--- config.mk ---
export PLATFORM = sky130hd
export DESIGN_NAME = alu_mul_sequencer
export DESIGN_NICKNAME = d
export VERILOG_FILES = /design/src/rtl/kl_exec_pkg.sv /design/src/rtl/alu_mul_sequencer.sv
export SDC_FILE = /design/constraint.sdc
export NUM_CORES = 1
export LEC_CHECK = 0
export CAP_MARGIN = 20
export CORE_ASPECT_RATIO = 1.25
export CORE_MARGIN = 1.5
export CORE_UTILIZATION = 45
export DETAILED_ROUTE_END_ITERATION = 8
export GPL_TIMING_DRIVEN = 0
export PLACE_DENSITY = 0.93
export SKIP_LAST_GASP = 1
export SLEW_MARGIN = 20
export SYNTH_ARGS = -nofsm -noshare
export SYNTH_HDL_FRONTEND = slang
export SYNTH_SLANG_ARGS = --single-unit
--- constraint.sdc ---
create_clock -name clk -period 3.6 [get_ports clk]
set_input_delay 0.36 -clock clk [delete_from_list [all_inputs] [get_ports clk]]
set_output_delay 0.36 -clock clk [all_outputs]
set_load 0.03 [all_outputs]
--- src/rtl/kl_exec_pkg.sv ---
// Shared execute-stage definitions: data width, ALU opcodes and
// the multiply sequencer state encoding.
package kl_exec_pkg;

    localparam int DW    = 16;
    localparam int CNT_W = 4;

    localparam logic [1:0] ALU_ADD = 2'b00;
    localparam logic [1:0] ALU_SUB = 2'b01;
    localparam logic [1:0] ALU_AND = 2'b10;
    localparam logic [1:0] ALU_NOT = 2'b11;

    typedef enum logic [1:0] {
        ST_IDLE = 2'b00,
        ST_BUSY = 2'b01,
        ST_DONE = 2'b10
    } mul_state_e;

endpackage

--- src/rtl/alu_mul_sequencer.sv ---
// Shift-and-add multiplier that borrows the shared execute ALU,
// stalling the pipeline while it owns the adder.
module alu_mul_sequencer
    import kl_exec_pkg::*;
(
    input  logic          clk,
    input  logic          rst,
    input  logic [DW-1:0] pipe_Ain,
    input  logic [DW-1:0] pipe_Bin,
    input  logic [1:0]    pipe_ALUop,
    input  logic          mul_start,
    input  logic [DW-1:0] mul_a,
    input  logic [DW-1:0] mul_b,
    input  logic [DW-1:0] alu_result,
    output logic [DW-1:0] alu_Ain,
    output logic [DW-1:0] alu_Bin,
    output logic [1:0]    alu_ALUop,
    output logic          stall,
    output logic          mul_busy,
    output logic          mul_done,
    output logic [DW-1:0] mul_result
);

    mul_state_e        state_q;
    logic [DW-1:0]     acc_q;
    logic [DW-1:0]     mcand_q;
    logic [DW-1:0]     mplier_q;
    logic [CNT_W-1:0]  count_q;

    logic [DW-1:0]     mcand_d;
    logic [DW-1:0]     mplier_d;
    logic [CNT_W-1:0]  count_d;
    logic              last_step;

    assign mcand_d   = mcand_q << 1;
    assign mplier_d  = mplier_q >> 1;
    assign count_d   = count_q + {{(CNT_W-1){1'b0}}, 1'b1};
    assign last_step = (mplier_d == '0) || (count_q == {CNT_W{1'b1}});

    always_ff @(posedge clk) begin
        if (rst) begin
            state_q  <= ST_IDLE;
            acc_q    <= '0;
            mcand_q  <= '0;
            mplier_q <= '0;
            count_q  <= '0;
        end else begin
            unique case (state_q)
                ST_IDLE: begin
                    if (mul_start) begin
                        mcand_q  <= mul_a;
                        mplier_q <= mul_b;
                        acc_q    <= '0;
                        count_q  <= '0;
                        state_q  <= ST_BUSY;
                    end
                end
                ST_BUSY: begin
                    if (mplier_q[0]) begin
                        acc_q <= alu_result;
                    end
                    mcand_q  <= mcand_d;
                    mplier_q <= mplier_d;
                    count_q  <= count_d;
                    if (last_step) begin
                        state_q <= ST_DONE;
                    end
                end
                ST_DONE: begin
                    state_q <= ST_IDLE;
                end
                default: begin
                    state_q <= ST_IDLE;
                end
            endcase
        end
    end

    // Only BUSY owns the ALU; DONE already hands it back to the pipe.
    always_comb begin
        alu_Ain   = pipe_Ain;
        alu_Bin   = pipe_Bin;
        alu_ALUop = pipe_ALUop;
        if (state_q == ST_BUSY) begin
            alu_Ain   = acc_q;
            alu_Bin   = mcand_q;
            alu_ALUop = ALU_ADD;
        end
    end

    assign stall      = (state_q != ST_IDLE);
    assign mul_busy   = (state_q != ST_IDLE);
    assign mul_done   = (state_q == ST_DONE);
    assign mul_result = acc_q;

endmodule

==> results.tsv <==
metric	value	unit
r2r-start	state_q[1]	
die-area	7000	sq um
cts_setup_buffers	0	
via_per_inst	5.40	
fin_util	71.8	%
hold_class	in2reg	
netlist.area_leader.share	36.9	%
critPathArrivalTime	2.39	ns
grtUsageMet3	6.36	%
grt_use_met1	30.7	%
cellLeakagePower	1.84	nW
final-max-slew-violation-count	0	
fillers	458	
min_path_cells	2	
switching_share	35.4	%
cts_resized	0	
syn_to_final_growth	53.3	%
dpl.hpwl	7.22	mm
clk_pin_slew_worst_paths	0.09	ns
rsz0062_at_grt	false	
root_buffer	clkbuf_8	
period_needed	2.75	ns
ioPinCount	138	
p_per_area	391	nW/um^2
r2r_end	mplier_q[15]	
grt_remaining_overflow	0	
clock_sinks	54	
critPathKind	reg2out	
synth_edf_count	0	
combPwrFrac	40.0	%
p_int	1.13	mW
finClkSkew	0.00773	ns
whs	0.371	ns
finalHoldViolations	0	
critPathLaunchType	flip-flop	
final_net_count	601	
tns	0	ns
end_kind	primary output	
irDropWorstVdd	0.234	mV
regToRegSetupSlack	2.17	ns
required	3.24	ns
cts_buffers	5	
cts_tree	yes	
tightest_slew	0.733	ns
antenna_found_initial	0	
fin_crit_sh	76.4	%
min_from	rst	
holdBufCountCts	0	
num_antenna_cells	0	
yosysTopAreaCell	dfxtp_1	
path_max_fanout	10	
io_buffers	136	
ys_seq_area_share	36.9	%
postRouteAntennaNets	0	
core_area	6250	sq um
met2_usage	47.2	%
maxCapViolations	0	
clockPowerShare	20.5	%
gp_congestion	0.853	
drt-wirelength-per-cell	15.5	um
yosysWarnings	0	
ys_types	38	
mostFrequentLayoutCells	136 x clkdlybuf4s50_1, 135 x nand2_1, 54 x dfxtp_1, 34 x nor2_1, 18 x a311oi_2	
setup_viol	0	
via_count	3246	
synth.net_count	458	
clockBufferDepth	2	
ys_ff_latch	54	
insertion_delay	0.32	ns
syn-mean-instance-area	7.87	sq um
slew_headroom	51.1	%
chipHeight	93.2	um
max_freq	0.364	GHz
initial_core_util	46.9	%
htree_levels	2	
drt_iter0_drc	230	
final_layout_size_suffix_gt1_share	12.6	%
placementRows	32	
final_common_cell	clkdlybuf4s50_1	
synth_area	2930	sq um
finalWirelength	9.32	mm
top_usage_layer	met2	
holdPathEnd	mcand_q[6]	
ys.flop_type	dfxtp_1	
drc_errors	0	
grt_pass1_wl	14.6	mm
seqPwrFrac	39.6	%
grt.total_usage	27.0	%
reg2regPathDepth	5	
seqCellArea	1080	sq um
switching_power	622	uW
die_w	75.1	um
drt_first_pass_iters	4	
grt_pass1_vias	3176	
multi_input_area	1610	sq um
status	finished, final reports clean	
synthArstFlopShare	0	%
synthCells	372	
grt_max_degree	16	
ys_top_cells_by_area	dfxtp_1 37%, nand2_1 17%, a311oi_2 9.2%	
==> final cells by class <==
| cell class | instances | area share [%] |
|---|---|---|
| Clock buffer | 7 | 1.92 |
| Clock inverter | 1 | 0.112 |
| Tap cell | 85 | 2.37 |
| Timing Repair Buffer | 136 | 30.3 |
| Multi-Input combinational cell | 281 | 35.8 |
| Buffer | 34 | 5.10 |
| Sequential cell | 54 | 24.1 |
| Inverter | 3 | 0.251 |
==> worst max-delay path, stage by stage, from the launching register on <==
cell	delay, ns
dfxtp_1	0.35
buf_6	0.14
buf_2	0.20
clkbuf_1	0.40
or2_2	0.23
buf_4	0.10
clkdlybuf4s50_1	0.66
==> synthesized netlist by cell type (7+ instances only) <==
library cell and instances:
o221a_2 8, nor2_1 34, a22o_1 10, a311oi_2 18
dfxtp_1 54, buf_2 15, nand2_1 135, buf_6 9
nand4_1 7, a21oi_1 17, o21ai_0 8, nor2b_1 10
==> flip-flops by register name (all words and copies together) (netlist names) <==
register,flops
count_q,4
mul_result,16
state_q,2
mplier_q,16
mcand_q,16
==> per-layer routing <==
metal  wire (um)  up-vias
met5           0        -
met4         301        0
met3         792       28
met2        4630      148
met1        3590     1506
li1            -     1564
==> logic make-up (layout without fill, tap and decap cells) <==
kind of cell,Yosys count,in the layout,synth area share (%)
buffers and inverters,37,181,8.21
AOI/OAI and AO/OA,74,74,23.3
muxes,3,3,1.45
and+or+nand+nor,203,203,29.7
DFF,54,54,36.9
adders and majority gates,1,1,0.427
==> how the worst max path moves through the flow <==
stage                    start  slack [ns]  cells after the start     to
floorplan           state_q[1]        1.89                      5  stall
global placement    state_q[1]        1.26                      6  stall
detailed placement  state_q[1]        1.24                      6  stall
CTS                 state_q[1]        0.87                      6  stall
global route        state_q[1]        0.76                      6  stall
finish              state_q[1]        0.85                      6  stall
==> stage by stage <==
stage                     power, mW  setup slack (ns)  cells  instance area, sq um
after global routing           1.83             0.763    601                  4490
final                          1.75             0.850    601                  4490
after floorplan                1.12              1.89    372                  2930
after CTS                      1.75             0.870    601                  4490
after global placement         1.39              1.26    593                  4390
after detailed placement       1.41              1.24    593                  4390
==> power by group through the flow <==
| stage | sequential (mW) | combinational (mW) | clock (mW) |
|---|---|---|---|
| 2_1_floorplan | 0.710 | 0.409 | 0 |
| 3_3_place_gp | 0.703 | 0.684 | 0 |
| 3_5_place_dp | 0.706 | 0.700 | 0 |
| 4_1_cts | 0.693 | 0.703 | 0.356 |
| 5_1_grt | 0.701 | 0.756 | 0.379 |
| 6_report | 0.694 | 0.701 | 0.359 |
(Power assumes the default switching activity.)
